==> config.mk <==
export PLATFORM = sky130hd
export DESIGN_NAME = alu_result_stage_flat
export DESIGN_NICKNAME = d
export VERILOG_FILES = /design/src/rtl/alu_result_stage_if.sv /design/src/rtl/alu_result_stage.sv /design/src/flat_wrapper.sv
export SDC_FILE = /design/constraint.sdc
export NUM_CORES = 1
export LEC_CHECK = 0
export ABC_AREA = 1
export CELL_PAD_IN_SITES_DETAIL_PLACEMENT = 0
export CELL_PAD_IN_SITES_GLOBAL_PLACEMENT = 1
export CORE_MARGIN = 10
export CORE_UTILIZATION = 34
export CTS_BUF_LIST = sky130_fd_sc_hd__clkbuf_4
export CTS_CLUSTER_DIAMETER = 200
export DETAILED_ROUTE_END_ITERATION = 6
export PLACE_DENSITY_LB_ADDON = 0.1
export SETUP_SLACK_MARGIN = 0.4
export SYNTH_ARGS = -nofsm -noshare
export SYNTH_HDL_FRONTEND = slang
export SYNTH_SLANG_ARGS = --single-unit
==> constraint.sdc <==
create_clock -name clk -period 3.5 [get_ports clk]
set_input_delay 0.7 -clock clk [delete_from_list [all_inputs] [get_ports clk]]
set_output_delay 0.7 -clock clk [all_outputs]
set_load 0.02 [all_outputs]
==> src/rtl/alu_result_stage_if.sv <==
// Handshake bundle between the ALU, the result stage and its consumer.
// The slave side is the result stage itself.
interface alu_result_stage_if;
  logic        in_valid;
  logic        in_ready;
  logic [2:0]  in_op;
  logic [15:0] in_result;
  logic        in_carry;
  logic        in_zero;
  logic        out_valid;
  logic        out_ready;
  logic [2:0]  out_op;
  logic [15:0] out_result;
  logic [2:0]  out_flags;

  modport master (
    output in_valid, in_op, in_result, in_carry, in_zero, out_ready,
    input  in_ready, out_valid, out_op, out_result, out_flags
  );

  modport slave (
    input  in_valid, in_op, in_result, in_carry, in_zero, out_ready,
    output in_ready, out_valid, out_op, out_result, out_flags
  );
endinterface

==> src/rtl/alu_result_stage.sv <==
// ALU result FIFO stage with flag normalisation and sticky status.
// Head is read combinationally; occupancy counter drives full/empty.
module alu_result_stage #(
  parameter int DEPTH = 4,
  parameter int CNT_W = 8
) (
  input  logic                     clk,
  input  logic                     rst_n,
  alu_result_stage_if.slave        bus,
  output logic [$clog2(DEPTH):0]   level,
  input  logic                     clr_stat,
  output logic                     sticky_carry,
  output logic [CNT_W-1:0]         zero_count
);

  localparam int AW = $clog2(DEPTH);
  localparam int LW = AW + 1;

  typedef struct packed {
    logic [2:0]  op;
    logic [15:0] res;
    logic [2:0]  flags;
  } ent_t;

  ent_t             mem_q [DEPTH];
  ent_t             wr_ent;
  ent_t             head;
  logic [AW-1:0]    wr_ptr_q, wr_ptr_d;
  logic [AW-1:0]    rd_ptr_q, rd_ptr_d;
  logic [LW-1:0]    cnt_q, cnt_d;
  logic             sticky_q, sticky_d;
  logic [CNT_W-1:0] zc_q, zc_d;
  logic [CNT_W-1:0] zc_base;
  logic             full, empty, push, pop;

  assign full  = (cnt_q == LW'(DEPTH));
  assign empty = (cnt_q == '0);
  assign push  = bus.in_valid && !full;
  assign pop   = !empty && bus.out_ready;

  // Normalise flags: carry only for ADD/SUB, overflow only for MUL.
  always_comb begin
    wr_ent          = '0;
    wr_ent.op       = bus.in_op;
    wr_ent.res      = bus.in_result;
    wr_ent.flags[0] = bus.in_zero;
    wr_ent.flags[1] = bus.in_carry && (bus.in_op[2:1] == 2'b00);
    wr_ent.flags[2] = (bus.in_op == 3'b010) &&
                      (bus.in_result[15:8] != 8'h00);
  end

  // Pointer and occupancy update.
  always_comb begin
    wr_ptr_d = wr_ptr_q;
    rd_ptr_d = rd_ptr_q;
    cnt_d    = cnt_q;
    if (push) wr_ptr_d = wr_ptr_q + 1'b1;
    if (pop)  rd_ptr_d = rd_ptr_q + 1'b1;
    if (push && !pop) cnt_d = cnt_q + 1'b1;
    if (pop && !push) cnt_d = cnt_q - 1'b1;
  end

  // Sticky status: clear wins over old value, not over a push.
  always_comb begin
    zc_base  = clr_stat ? '0 : zc_q;
    sticky_d = clr_stat ? 1'b0 : sticky_q;
    zc_d     = zc_base;
    if (push) begin
      sticky_d = sticky_d | wr_ent.flags[1];
      if (wr_ent.flags[0] && (zc_base != {CNT_W{1'b1}}))
        zc_d = zc_base + 1'b1;
    end
  end

  // Control state with asynchronous reset.
  always_ff @(posedge clk or negedge rst_n) begin
    if (!rst_n) begin
      wr_ptr_q <= '0;
      rd_ptr_q <= '0;
      cnt_q    <= '0;
      sticky_q <= 1'b0;
      zc_q     <= '0;
    end else begin
      wr_ptr_q <= wr_ptr_d;
      rd_ptr_q <= rd_ptr_d;
      cnt_q    <= cnt_d;
      sticky_q <= sticky_d;
      zc_q     <= zc_d;
    end
  end

  // Storage array; contents are don't-care while not occupied.
  always_ff @(posedge clk) begin
    if (push) mem_q[wr_ptr_q] <= wr_ent;
  end

  // Head presentation, forced to zero when empty.
  always_comb begin
    head = empty ? '0 : mem_q[rd_ptr_q];
  end

  assign bus.in_ready   = !full;
  assign bus.out_valid  = !empty;
  assign bus.out_op     = head.op;
  assign bus.out_result = head.res;
  assign bus.out_flags  = head.flags;
  assign level          = cnt_q;
  assign sticky_carry   = sticky_q;
  assign zero_count     = zc_q;

endmodule

==> src/flat_wrapper.sv <==
// flat-port wrapper written by rule: the top's interface ports become plain ports
module alu_result_stage_flat 
#(
  parameter int DEPTH = 4,
  parameter int CNT_W = 8
)
  (clk, rst_n, level, clr_stat, sticky_carry, zero_count, bus_in_valid, bus_in_op, bus_in_result, bus_in_carry, bus_in_zero, bus_out_ready, bus_in_ready, bus_out_valid, bus_out_op, bus_out_result, bus_out_flags);
  alu_result_stage_if bus_i ();
  input  logic clk;
  input  logic rst_n;
  output logic [$clog2(DEPTH):0] level;
  input  logic clr_stat;
  output logic sticky_carry;
  output logic [CNT_W-1:0] zero_count;
  input wire logic [$bits(bus_i.in_valid)-1:0] bus_in_valid;
  input wire logic [$bits(bus_i.in_op)-1:0] bus_in_op;
  input wire logic [$bits(bus_i.in_result)-1:0] bus_in_result;
  input wire logic [$bits(bus_i.in_carry)-1:0] bus_in_carry;
  input wire logic [$bits(bus_i.in_zero)-1:0] bus_in_zero;
  input wire logic [$bits(bus_i.out_ready)-1:0] bus_out_ready;
  output wire logic [$bits(bus_i.in_ready)-1:0] bus_in_ready;
  output wire logic [$bits(bus_i.out_valid)-1:0] bus_out_valid;
  output wire logic [$bits(bus_i.out_op)-1:0] bus_out_op;
  output wire logic [$bits(bus_i.out_result)-1:0] bus_out_result;
  output wire logic [$bits(bus_i.out_flags)-1:0] bus_out_flags;
  assign bus_i.in_valid = bus_in_valid;
  assign bus_i.in_op = bus_in_op;
  assign bus_i.in_result = bus_in_result;
  assign bus_i.in_carry = bus_in_carry;
  assign bus_i.in_zero = bus_in_zero;
  assign bus_i.out_ready = bus_out_ready;
  assign bus_in_ready = bus_i.in_ready;
  assign bus_out_valid = bus_i.out_valid;
  assign bus_out_op = bus_i.out_op;
  assign bus_out_result = bus_i.out_result;
  assign bus_out_flags = bus_i.out_flags;
  alu_result_stage #(.DEPTH(DEPTH), .CNT_W(CNT_W)) u_core (.clk(clk), .rst_n(rst_n), .bus(bus_i), .level(level), .clr_stat(clr_stat), .sticky_carry(sticky_carry), .zero_count(zero_count));
endmodule
==> impl_metrics.csv, run 1 <==
group,metric,value,unit
worst_setup_path,type_of_the_worst_setup_path,"register to output pin",
sta,slew-limit-headroom,0.459,
power_and_ir_drop,power.switching_fraction,0.393,
worst_setup_path,crit_arrival,2.32,ns
grt,gr-usage-all-layers,0.114,
place,portBuffers,61,
sta,setup_tns,0,ns
sta,setup_violations,0,
power_and_ir_drop,intPower,2.67,mW
clocking,cts_htree_levels,3,
yosys,syn-instance-count,387,
power_and_ir_drop,vdd.ir_drop.worst,0.422,mV
grt,groute.layer.met2.usage,0.183,
drt,route.detailed.drc,0,
worst_setup_path,cp.required,2.80,ns
power_and_ir_drop,switchingPower,1.73,mW
flow_run,max-cap-violations,0,
sta,hold_viol,0,
finish,layout.nets,488,
power_and_ir_drop,power_leakage,2.07,nW
drt,drtIter0Drc,148,
drt,detail-route-antenna-nets,0,
yosys,synth.lib_cells_used.distinct,28,
finish,diode_insertion_count_for_antenna_repair,0,
place,dp.final_hpwl,6300,um
worst_setup_path,critPathMaxFanout,23,
grt,global_route.usage.met1,0.142,
sta,finalCriticalPeriod,3.02,ns
finish,fillerInstances,1248,
grt,grt_first_pass_wirelength,15900,um
sta,finalMaxSlewViolations,0,
grt,antenna_found_initial,0,
yosys,post-synth-top-area-fraction,0.595,
clocking,worst_skew_pair.late_latency,0.46,ns
floorplanning,die_w,134,um
grt,via_count_of_the_first_global_routing_pass,2948,
grt,globalRoute.busiestLayer,"met2",
yosys,synthDominantAreaCellType,"sky130_fd_sc_hd__edfxtp_1",
floorplanning,chipHeight,134,um
worst_hold_path,worstHoldPathType,"register to register",
outcome,status,"completed",
finish,drive_above_1_share,0.107,
clocking,holdBufCountCts,0,
drt,detail_route.wl_per_cell,15.9,um
sta,worstMarginPinSlew,0.809,ns
clocking,clock_tree.root_cell,"sky130_fd_sc_hd__clkbuf_4",
sta,clock-skew-final,0.0160,ns
clocking,clock_tree_from_tritoncts,"yes",
drt,drt_pass1_iterations,4,
drt,detail_route.vias_per_cell,4.57,
sta,fmax,331,MHz
clocking,cts_bufs_inserted,9,
grt,grt_use_met3,0.0288,
sta,final_min_period_over_clock_period,0.863,
floorplanning,core_region_area,12700,um^2
sta,rsz0062_at_grt,"yes",
yosys,syn_area_cell,11.5,um^2
floorplanning,count_of_pins_on_the_block_boundary,62,
sta,hold_slack,0.522,ns
yosys,synth.net_count,420,
floorplanning,floorplan.initialDensity,0.349,
place,globalplace.congestion,0.753,
yosys,yosys-top-cells-area,"sky130_fd_sc_hd__edfxtp_1 (60%), sky130_fd_sc_hd__dfrtp_1 (9.0%), sky130_fd_sc_hd__nor2_1 (8.5%)",
power_and_ir_drop,power.density_cell_area,802,nW/um^2
clocking,cts.reportedPaths.clkPinSlew,0.15,ns
finish,most-common-layout-cells,"sky130_fd_sc_hd__nor2_1 (96), sky130_fd_sc_hd__edfxtp_1 (88), sky130_fd_sc_hd__clkdlybuf4s50_1 (51), sky130_fd_sc_hd__o21ai_0 (46), sky130_fd_sc_hd__nand2_1 (27)",
finish,area_growth_syn_to_layout,23.6,%
grt,grt_start_max_net_pins,46,
yosys,ys_seq_area_frac,0.685,
drt,totalWireLength,10100,um
yosys,synthesis.area,4440,um^2
finish,layout_commonest_cell,"sky130_fd_sc_hd__nor2_1",
drt,vias,2887,
yosys,flip_flop_and_latch_count_after_synthesis,104,
clocking,clock_sink_total,104,
power_and_ir_drop,fin_total_pwr,4.40,mW
clocking,cts-root-to-sink-buffers,2,
power_and_ir_drop,power_frac_clock,0.138,
floorplanning,std_cell_rows,41,
yosys,synth_warnings,0,
power_and_ir_drop,comb_power_share,0.474,
worst_setup_path,endpoint_kind,"output pin",
worst_setup_path,critical_path.startpoint_type,"register",
finish,finalCoreUtilization,0.431,
floorplanning,fp.dieArea,18000,um^2
grt,grt_overflow,0,
power_and_ir_drop,power.share.sequential,0.388,
## worst paths after layout
kind                                startpoint                   end  slack [ns]  depth (start not counted)
max in group asynchronous                rst_n    u_core.rd_ptr_q[0]        2.25                          1
setup / recovery            u_core.rd_ptr_q[1]      bus_out_flags[0]        0.48                          5
min in group asynchronous                rst_n  u_core.zero_count[2]        0.69                          1
hold reg to reg            u_core.sticky_carry   u_core.sticky_carry        0.52                          2
setup reg to reg               u_core.level[1]       u_core.level[2]        1.41                          9
hold / removal             u_core.sticky_carry   u_core.sticky_carry        0.52                          2
## through the flow
stage | setup WS (ns) | cells | instance area (um^2)
6_report | 0.480 | 632 | 5490
5_1_grt | 0.315 | 632 | 5490
3_3_place_gp | 0.829 | 610 | 5260
3_5_place_dp | 0.813 | 610 | 5260
4_1_cts | 0.319 | 627 | 5410
2_1_floorplan | 1.23 | 387 | 4440
## flip-flops by register name (all words and copies together), names as in the netlist
signal / count
u_core.sticky_carry: 1
u_core.mem_q: 88
u_core.wr_ptr_q: 2
u_core.rd_ptr_q: 2
u_core.level: 3
u_core.zero_count: 8
## critical path, cell delays in order, from the launching register on
cell	delay (ns)
sky130_fd_sc_hd__dfrtp_1	0.48
sky130_fd_sc_hd__buf_4	0.27
sky130_fd_sc_hd__nor2_1	0.13
sky130_fd_sc_hd__o21ai_0	0.08
sky130_fd_sc_hd__a21oi_1	0.25
sky130_fd_sc_hd__clkdlybuf4s50_1	0.66
## metal layers
metal / vias to the layer above / share of wire
li1: 1449 / -
met4: 0 / 0.016
met5: - / 0
met2: 50 / 0.47
met3: 13 / 0.039
met1: 1375 / 0.47
## cells in the mapped netlist
| cell type | n |
|---|---|
| sky130_fd_sc_hd__nor2_4 | 3 |
| sky130_fd_sc_hd__nand4_1 | 7 |
| sky130_fd_sc_hd__nor3_1 | 1 |
| sky130_fd_sc_hd__fa_1 | 1 |
| sky130_fd_sc_hd__xor2_1 | 7 |
| sky130_fd_sc_hd__nand2_2 | 2 |
| sky130_fd_sc_hd__clkbuf_1 | 6 |
| sky130_fd_sc_hd__ha_1 | 6 |
| sky130_fd_sc_hd__nand3_1 | 1 |
| sky130_fd_sc_hd__nor2_2 | 2 |
| sky130_fd_sc_hd__o21ai_0 | 46 |
| sky130_fd_sc_hd__nand3_4 | 1 |
| sky130_fd_sc_hd__xnor2_1 | 2 |
| sky130_fd_sc_hd__nand2_1 | 27 |
| sky130_fd_sc_hd__buf_6 | 3 |
| sky130_fd_sc_hd__edfxtp_1 | 88 |
| sky130_fd_sc_hd__buf_2 | 7 |
| sky130_fd_sc_hd__dfrtp_1 | 16 |
| sky130_fd_sc_hd__nor2_1 | 100 |
| sky130_fd_sc_hd__inv_1 | 24 |
| sky130_fd_sc_hd__nor4_1 | 2 |
| sky130_fd_sc_hd__clkbuf_2 | 1 |
| sky130_fd_sc_hd__o21ai_1 | 3 |
| sky130_fd_sc_hd__a21oi_1 | 24 |
| sky130_fd_sc_hd__nand3_2 | 1 |
| sky130_fd_sc_hd__inv_2 | 3 |
| sky130_fd_sc_hd__nand2_4 | 2 |
| sky130_fd_sc_hd__a21oi_2 | 1 |
## power by group through the flow
stage	Clock (mW)	Sequential, mW	Combinational, mW
3_3_place_gp	0	1.71	2.10
2_1_floorplan	0	1.74	1.18
3_5_place_dp	0	1.72	2.09
5_1_grt	0.678	1.73	2.34
6_report	0.606	1.71	2.09
4_1_cts	0.632	1.70	2.12
## cells by family (layout without fill, tap and decap cells)
logic type / Yosys count / after routing / synth area share
buf+inv: 44 / 117 / 0.0445
simple gates: 149 / 149 / 0.147
compound gates: 74 / 74 / 0.0842
flops: 104 / 104 / 0.685
fa+ha+maj: 7 / 7 / 0.0214
xor+xnor: 9 / 9 / 0.0178
## what timing repair did
action / CTS / global route
buffers inserted: 1 / 4
cloned: 0 / 1
gates resized for setup: 3 / 17
setup endpoints to repair: 22 / 22
## cell type report
cell class / count / area, um^2 / share of cell area
Clock inverter: 6 / 60.1 / 0.0109
Multi-Input combinational cell: 239 / 1210 / 0.220
Timing Repair inverter: 1 / 7.51 / 0.00137
Timing Repair Buffer: 73 / 763 / 0.139
Tap cell: 172 / 215 / 0.0392
Clock buffer: 10 / 75.1 / 0.0137
Inverter: 27 / 114 / 0.0207
Sequential cell: 104 / 3040 / 0.555
Power figures use the tool's default switching activity.
==> run 2: changes to the inputs <==
Settings changed: GPL_ROUTABILITY_DRIVEN from default to 0.
==> results of run 2 <==
The final DEF is identical to that of run 1; final timing and power are the same.
